[src/rtl/uart_rx_pkg.sv]
// Shared types and helpers for the UART receive path (uart_axis_rx, axis_byte_fifo).
package uart_rx_pkg;
  localparam int BYTE_W = 8;

  typedef enum logic [2:0] {IDLE, START, DATA, PARITY, STOP, WAIT_HIGH} rx_state_t;

  function automatic int clks_per_bit(input int clk_freq, input int baud_rate);
    return clk_freq / baud_rate;
  endfunction
endpackage

[src/rtl/axis_byte_fifo.sv]
// First-word-fall-through byte FIFO driving an AXI-Stream master port.
module axis_byte_fifo
  import uart_rx_pkg::*;
#(
  parameter int DEPTH = 4
) (
  input  logic              clk_i,
  input  logic              arst_i,
  input  logic              push_i,
  input  logic [BYTE_W-1:0] data_i,
  output logic              wr_rdy_o,
  output logic [BYTE_W-1:0] tdata_o,
  output logic              tvalid_o,
  input  logic              tready_i
);
  localparam int AW = $clog2(DEPTH);

  logic [AW:0]                   wr_q, rd_q;
  logic [DEPTH-1:0][BYTE_W-1:0] mem_q;
  logic                          empty, full, pop, we;

  assign empty = (wr_q == rd_q);
  assign full  = (wr_q[AW] != rd_q[AW]) && (wr_q[AW-1:0] == rd_q[AW-1:0]);
  assign pop   = !empty && tready_i;
  // A pop on the same edge frees a slot, so a full FIFO can still take the byte.
  assign wr_rdy_o = !full || pop;
  assign we       = push_i && wr_rdy_o;
  assign tvalid_o = !empty;
  assign tdata_o  = mem_q[rd_q[AW-1:0]];

  always_ff @(posedge clk_i or posedge arst_i) begin
    if (arst_i) begin
      wr_q  <= '0;
      rd_q  <= '0;
      mem_q <= '0;
    end else begin
      if (we) begin
        mem_q[wr_q[AW-1:0]] <= data_i;
        wr_q                <= wr_q + 1'b1;
      end
      if (pop) rd_q <= rd_q + 1'b1;
    end
  end
endmodule

[src/rtl/uart_axis_rx.sv]
// 8N1 UART receiver feeding an AXI-Stream byte FIFO.
// Define UART_RX_PARITY_EN to expect an even-parity bit between data and stop.
module uart_axis_rx
  import uart_rx_pkg::*;
#(
  parameter int CLK_FREQ   = 10_000_000,
  parameter int BAUD_RATE  = 1_000_000,
  parameter int FIFO_DEPTH = 4
) (
  input  logic              clk,
  input  logic              arst,
  input  logic              rxd,
  output logic [BYTE_W-1:0] m_axis_tdata,
  output logic              m_axis_tvalid,
  input  logic              m_axis_tready,
  output logic              frame_err,
  output logic              overrun
);
  localparam int CPB  = clks_per_bit(CLK_FREQ, BAUD_RATE);
  localparam int HALF = CPB / 2;
  localparam int TW   = $clog2(CPB);
  localparam logic [TW-1:0] T_LAST = TW'(CPB - 1);
  localparam logic [TW-1:0] T_HALF = TW'(HALF - 1);

  logic [1:0]        sync_q;
  logic              rxd_s;
  rx_state_t         state_q, state_d;
  logic [TW-1:0]     timer_q, timer_d;
  logic [2:0]        bit_q, bit_d;
  logic [BYTE_W-1:0] shift_q, shift_d;
  logic              ferr_q, ferr_d, ovr_q, ovr_d;
  logic              push, wr_rdy;
`ifdef UART_RX_PARITY_EN
  logic              par_q, par_d;
`endif

  assign rxd_s = sync_q[1];

  always_ff @(posedge clk or posedge arst) begin
    if (arst) begin
      sync_q  <= 2'b11;
      state_q <= IDLE;
      timer_q <= '0;
      bit_q   <= '0;
      shift_q <= '0;
      ferr_q  <= 1'b0;
      ovr_q   <= 1'b0;
`ifdef UART_RX_PARITY_EN
      par_q   <= 1'b0;
`endif
    end else begin
      sync_q  <= {sync_q[0], rxd};
      state_q <= state_d;
      timer_q <= timer_d;
      bit_q   <= bit_d;
      shift_q <= shift_d;
      ferr_q  <= ferr_d;
      ovr_q   <= ovr_d;
`ifdef UART_RX_PARITY_EN
      par_q   <= par_d;
`endif
    end
  end

  always_comb begin
    state_d = state_q;
    timer_d = timer_q + TW'(1);
    bit_d   = bit_q;
    shift_d = shift_q;
    ferr_d  = 1'b0;
    ovr_d   = 1'b0;
    push    = 1'b0;
`ifdef UART_RX_PARITY_EN
    par_d   = par_q;
`endif
    case (state_q)
      IDLE: begin
        timer_d = '0;
        if (!rxd_s) state_d = START;
      end
      START: if (timer_q == T_HALF) begin
        timer_d = '0;
        bit_d   = '0;
        state_d = rxd_s ? IDLE : DATA;
      end
      DATA: if (timer_q == T_LAST) begin
        timer_d = '0;
        shift_d = {rxd_s, shift_q[BYTE_W-1:1]};
        bit_d   = bit_q + 3'd1;
`ifdef UART_RX_PARITY_EN
        if (bit_q == 3'd7) state_d = PARITY;
`else
        if (bit_q == 3'd7) state_d = STOP;
`endif
      end
`ifdef UART_RX_PARITY_EN
      PARITY: if (timer_q == T_LAST) begin
        timer_d = '0;
        par_d   = rxd_s ^ (^shift_q);
        state_d = STOP;
      end
`endif
      STOP: if (timer_q == T_LAST) begin
        timer_d = '0;
`ifdef UART_RX_PARITY_EN
        if (par_q) begin
          ferr_d  = 1'b1;
          state_d = rxd_s ? IDLE : WAIT_HIGH;
        end else
`endif
        if (rxd_s) begin
          push    = wr_rdy;
          ovr_d   = !wr_rdy;
          state_d = IDLE;
        end else begin
          ferr_d  = 1'b1;
          state_d = WAIT_HIGH;
        end
      end
      // A held-low line (break) must not decode as a stream of 0x00 bytes.
      WAIT_HIGH: begin
        timer_d = '0;
        if (rxd_s) state_d = IDLE;
      end
      default: state_d = IDLE;
    endcase
  end

  assign frame_err = ferr_q;
  assign overrun   = ovr_q;

  axis_byte_fifo #(.DEPTH(FIFO_DEPTH)) u_fifo (
    .clk_i    (clk),
    .arst_i   (arst),
    .push_i   (push),
    .data_i   (shift_q),
    .wr_rdy_o (wr_rdy),
    .tdata_o  (m_axis_tdata),
    .tvalid_o (m_axis_tvalid),
    .tready_i (m_axis_tready)
  );
endmodule

[config.mk]
export PLATFORM = sky130hd
export DESIGN_NAME = uart_axis_rx
export DESIGN_NICKNAME = d
export VERILOG_FILES = /design/src/rtl/uart_rx_pkg.sv /design/src/rtl/axis_byte_fifo.sv /design/src/rtl/uart_axis_rx.sv
export SDC_FILE = /design/constraint.sdc
export NUM_CORES = 1
export LEC_CHECK = 0
export CELL_PAD_IN_SITES_DETAIL_PLACEMENT = 1
export CELL_PAD_IN_SITES_GLOBAL_PLACEMENT = 1
export CORE_MARGIN = 2
export CORE_UTILIZATION = 50
export CTS_CLUSTER_DIAMETER = 150
export CTS_CLUSTER_SIZE = 28
export DETAILED_ROUTE_END_ITERATION = 16
export HOLD_SLACK_MARGIN = 0.06
export PLACE_DENSITY = 0.82
export SYNTH_ARGS = -nofsm -noshare
export SYNTH_HDL_FRONTEND = slang
export SYNTH_HIERARCHICAL = 1
export SYNTH_SLANG_ARGS = --single-unit
[constraint.sdc]
create_clock -name clk -period 2.7 [get_ports clk]
set_input_delay 0.54 -clock clk [delete_from_list [all_inputs] [get_ports clk]]
set_output_delay 0.54 -clock clk [all_outputs]
set_load 0.01 [all_outputs]
; ---- Yosys cells after proc, flatten, opt, wreduce, memory -nomap -nowiden
; Index checks and enable logic that the tools add are counted.
[totals]
ff_bits = 60
elab_cells = 80
out_inout_bits = 11
input_bits = 4
mem_count = 0
romBits = 0
ram_bits = 0
latch_bits = 0
[classes]
bitwise = 0
muxes = 29
n_lt_le_gt_ge = 3
div_mod_pow = 0
reduce_logical = 15
eq_ne = 16
n_shift = 0
mul = 0
addsub = 4
[ops]
columns = operator, count
row1 = bitwise mux 32 bit, 1
row2 = two-way mux 3 bit, 9
row3 = binary-select mux 8 bit (select 2 bit), 1
row4 = demux 8 bit (select 2 bit), 1
row5 = two-way mux 8 bit, 2
row6 = one-hot mux 3 bit (5 select lines), 1
row7 = != test 2 bit (second input constant), 6
row8 = one-hot mux 4 bit (3 select lines), 1
row9 = adder 3 x 1 -> 3 bit (second input constant), 3
row10 = equality test 3 bit (second input constant), 3
row11 = two-way mux 1 bit, 9
row12 = two-way mux 4 bit, 2
row13 = < comparator 2 x 3 -> 1 bit (second input constant), 2
row14 = one-hot mux 3 bit (2 select lines), 1
row15 = AND reduction 6 bit, 1
row16 = adder 4 x 1 -> 4 bit (second input constant), 1
row17 = equality test 4 x 3 -> 1 bit (second input constant), 1
row18 = equality test 4 bit (second input constant), 1
row19 = logical AND 1 bit, 4
row20 = OR reduction 2 bit, 2
row21 = equality test 3 x 1 -> 1 bit (second input constant), 1
row22 = equality test 3 x 2 -> 1 bit (second input constant), 1
row23 = equality test 3 bit, 1
row24 = logical NOT 1 bit, 3
row25 = other kinds (9), 9

; ---- Logic depth before layout (Yosys ltp)
[logic_depth]
depth_word = 8
ltp_mapped = 8
ltp_nobuf = 8

; ---- By module
; Netlist, hierarchy kept.
[by_module_without_submodules]
columns = module, seq_area_each_um2, cells_per_inst, area_per_inst_um2, n_inst
row1 = axis_byte_fifo, 950.9, 116, 1926.8, 1
row2 = uart_axis_rx, 553.0, 83, 1027.2, 1

; ---- Worst setup path after synthesis
; OpenSTA, ideal clock, no wires.
[synth_path]
path_type = reg2reg
start = reg u_fifo.rd_q[1]
end = reg u_fifo/mem_q[24] in the netlist's numbering
required_time_ps = 2575
setup_time_ps = 125
arrival_ps = 2046
stages_incl_launch_ff = 9
n_path_buf = 1
setup_slack_ps = 529
synth_period_minus_slack_ps = 2171
cell_sequence = dfrtp_1 -> buf_6 -> xor2_2 -> nor2_1 -> nand2_1 -> and4_1 -> and2_1 -> o41ai_4 -> mux2_2
[synth_between]
elab_chain_cells = 8
elab_cells_between_ends = 11
cone_classes = eq/ne (2) / mux (3) / reduce/logical (6)
[synth_lines]
columns = item, line_no
row1 = from (decl), axis_byte_fifo.sv:18  ; logic [AW:0] wr_q, rd_q;
row2 = from (signal assigned), axis_byte_fifo.sv:41  ; if (pop) rd_q <= rd_q + 1'b1;
row3 = equality test 3 bit or equality test 2 bit (tied branches), "axis_byte_fifo.sv:22, axis_byte_fifo.sv:23"
row4 = logical NOT 1 bit or logical AND 1 bit (tied branches), "axis_byte_fifo.sv:24, axis_byte_fifo.sv:23"
row5 = logical AND 1 bit or logical NOT 1 bit (tied branches), "axis_byte_fifo.sv:24, axis_byte_fifo.sv:26"
row6 = logical OR 1 bit *, axis_byte_fifo.sv:26  ; assign wr_rdy_o = !full || pop;
row7 = net wr_rdy, uart_axis_rx.sv:32  ; logic push, wr_rdy;
row8 = two-way mux 1 bit *, uart_axis_rx.sv:111  ; if (rxd_s) begin
row9 = two-way mux 1 bit *, uart_axis_rx.sv:103  ; STOP: if (timer_q == T_LAST) begin
row10 = two-way mux 1 bit *, uart_axis_rx.sv:76  ; case (state_q)
row11 = net push, uart_axis_rx.sv:32
row12 = logical AND 1 bit *, axis_byte_fifo.sv:27  ; assign we = push_i && wr_rdy_o;
row13 = "to (signal, indexed assignment)", axis_byte_fifo.sv:38  ; mem_q[wr_q[AW-1:0]] <= data_i;
row14 = to (decl), axis_byte_fifo.sv:19  ; logic [DEPTH-1:0][BYTE_W-1:0] mem_q;
; The timed path passes the listed nets; every way through them passes the cells marked *.
; A chain may end at the register's enable or synchronous reset.

; ---- Worst setup path after layout
[layout_path]
start = reg u_fifo.rd_q[1]
end = out m_axis_tdata[2]
[layout_between]
elab_chain_cells = 2
[layout_lines]
columns = item, line_no
row1 = binary-select mux 8 bit (select 2 bit), axis_byte_fifo.sv:29  ; assign tdata_o = mem_q[rd_q[AW-1:0]];
row2 = two-way mux 8 bit (not written as such), axis_byte_fifo.sv:29
row3 = to (decl), uart_axis_rx.sv:13  ; output logic [BYTE_W-1:0] m_axis_tdata,
; No other way between the ends. The select of a mux whose other input is x is not followed.

==> impl_metrics.toml <==
[run_status]
status = "finished, final reports clean"

[cells_and_area]
layout-drive-gt1-share_pct = 34.9
fin_nets = 244
final_cell_mix = "dfrtp_1, mux2_2, clkdlybuf4s50_1, clkbuf_8, buf_4"
diodes = 0
fillerInstances = 552
stdcell_area_sq_um = 3450
synthToLayoutAreaGrowth_pct = 16.7
mostFrequentLayoutCell = "dfrtp_1"
final-instance-count-excl-fill = 307

[routing]
avgRoutedWirePerCell_microns = 21.5
routed_wl_mm = 6.60
viasPerCell = 5.90
final_antenna_net_count = 0
vias = 1810
drc_errors = 0
drtPass1Iterations = 4
drtIter0Drc = 62

[global_route]
grt.total_usage_pct = 23.3
overflow = 0
grt_pass1_wl_mm = 10.9
antenna_found_initial = 0
grt_max_degree = 39
grt_pass1_vias = 2048

[timing]
setup_viol = 0
finalSetupTns_ns = 0
layout_min_cycle_time_ns = 2.61
rsz0062_at_grt = "false"
final.setup_skew_ns = 0.0118
holdWs_ns = 0.362
slew_viol_final = 0
fin_crit_sh_pct = 96.6
worst_slew_margin_rel_pct = 46.8
worstMarginPinSlew_ns = 0.795
hold_violations = 0
timing.fmax_mhz = 383

[clock_network]
clock-sinks = 60
htree_num_levels = 3
numCtsBuffers = 9
clockRootBuffer = "clkbuf_8"
post_cts_buffers = 0
cts_tree = "yes"
clock_path_buffers = 2
insertion_delay_ns = 0.34
clk_pin_slew_ns = 0.07

[worst_setup_path]
r2r_cells = 8
worstPathRequired_ns = 2.16
cp.depth = 2
crit_arrival_ns = 2.07
critPathMaxStageDelay_ns = 0.63
worstSetupStartpointType = "register"
critPathMaxFanout = 11
path_cells = "mux4_1 > clkdlybuf4s50_1"
cp_top_family = "multiplexers"
cp_slowest_cell = "mux4_1"
worstPathBufferInverterCount = 1
critical_path_class = "register to output pin"
crit_path_end_kind = "output pin"

[synthesis]
avgSynthCellArea_sq_um = 14.8
synthCells = 199
yosysTopAreaCell = "dfrtp_1"
seq_area_frac_synth_pct = 50.9
syn_area_sq_um = 2950
ys_warn_count = 6
synth_fp_nets = 213
yosysUniqueCellTypes = 45
synth.top_cell.area_share_pct = 49.1
ys_ff_latch = 60
ys_top_cells_by_area = "dfrtp_1, mux2_2, mux4_1"

[min_path]
hold_path_class = "register to register"
hold-path-cell-count = 0

[power]
p_per_area_nw_per_um2 = 592
peakVddDrop_mv = 0.471
p_leak_uw = 0.00163

[die]
die_h_microns = 80.9
top_level_ports = 15
fp-row-count = 27
die-area_sq_um = 6540
die_w_microns = 80.9
core_area_sq_um = 5610
start_util_pct = 52.7

[placed_design]
place_hpwl_mm = 4.45
dp.cells = 291
port_buffers = 14
gp_congestion = 0.813
placed_area_sq_um = 3230

[job]
max-cap-violations = 0
## stage by stage
stage / setup slack, ns / total power (uW) / utilization (%)
detailed placement: 0.201 / 1210 / 57.6
global route: 0.0246 / 2140 / 61.5
finish: 0.0918 / 2040 / 61.5
global placement: 0.284 / 1180 / 57.6
floorplan: 0.529 / 1160 / -
CTS: 0.0325 / 2060 / 61.4
## where the power goes
group	total (uW)	leakage [uW]	internal (uW)	switching (uW)
Clock	847	0.000102	502	345
Sequential	988	0.000819	938	50.7
Combinational	205	0.000712	90.0	115
## worst register-to-register path: stages (launching register included)
cell,delay (ns)
dfrtp_2,0.55
xor2_2,0.24
nor2_1,0.23
nand2_1,0.11
and4_1,0.24
and2_1,0.18
o41ai_4,0.05
buf_4,0.24
mux2_2,0.37
## worst paths after layout
path / from / slack, ns / end
worst max register to register: u_fifo/rd_q[1] / 0.38 / u_fifo/mem_q[1]
max in group asynchronous: arst / 1.66 / u_fifo/rd_q[1]
worst min-delay path: sync_q[0] / 0.36 / sync_q[1]
worst min register to register: sync_q[0] / 0.36 / sync_q[1]
worst max-delay path: u_fifo/rd_q[1] / 0.09 / m_axis_tdata[2]
min in group asynchronous: arst / 0.58 / shift_q[2]
## cell type report
| type | instances | area (sq um) | share of cell area (%) |
|---|---|---|---|
| Tap cell | 72 | 90.1 | 2.61 |
| Multi-Input combinational cell | 126 | 1380 | 40.0 |
| Timing Repair Buffer | 26 | 230 | 6.68 |
| Inverter | 7 | 26.3 | 0.762 |
| Clock buffer | 13 | 169 | 4.90 |
| Sequential cell | 60 | 1510 | 43.7 |
| Clock inverter | 3 | 45.0 | 1.31 |
## sequential cells by signal (all words and copies together), names as in the netlist
name	count
sync_q	2
bit_q	3
state_q	3
overrun	1
u_fifo/wr_q	3
frame_err	1
u_fifo/mem_q	32
timer_q	4
shift_q	8
u_fifo/rd_q	3
## synthesized netlist by cell type, drive strengths merged
cell type	count
nor3	1
or3b	2
nand4	2
nand3b	2
inv	7
and4	1
a2111o	1
ha	10
buf	4
mux2	42
dfrtp	58
and4b	1
a21oi	6
clkbuf	2
xor2	4
and3b	2
a21boi	1
o31a	1
mux4	8
nor2	5
o31ai	2
o311ai	1
o21ai	6
or3	2
nand3	2
dfstp	2
a2bb2oi	1
xnor2	6
or4b	1
a32o	1
nand2	4
o41ai	5
nor2b	1
and2	4
o21a	1
## logic make-up (layout without fill, tap and decap cells)
family	count (synthesis)	in the layout	share of synthesized area [%]
flip-flops	60	60	50.9
AO/OA/AOI/OAI	26	26	8.68
XOR/XNOR	10	10	4.11
AND/OR/NAND/NOR	30	30	6.56
multiplexers	50	50	23.1
buffers and inverters	13	49	2.37
adder cells (fa/ha/maj)	10	10	4.24
## per-layer routing
layer | GRT usage, % | routed length [microns] | up-vias
met3 | 5.67 | 178 | 10
met2 | 42.3 | 3630 | 28
li1 | - | - | 811
met1 | 26.3 | 2690 | 961
met4 | 8.81 | 105 | 0
met5 | 0 | 0 | -
## what timing repair did
action,in CTS,in global routing
pin swaps,0,0
resized for setup,1,1
hold buffers,0,0
endpoints found under the setup margin,7,1
No activity file was read; power rests on OpenSTA's default activity.
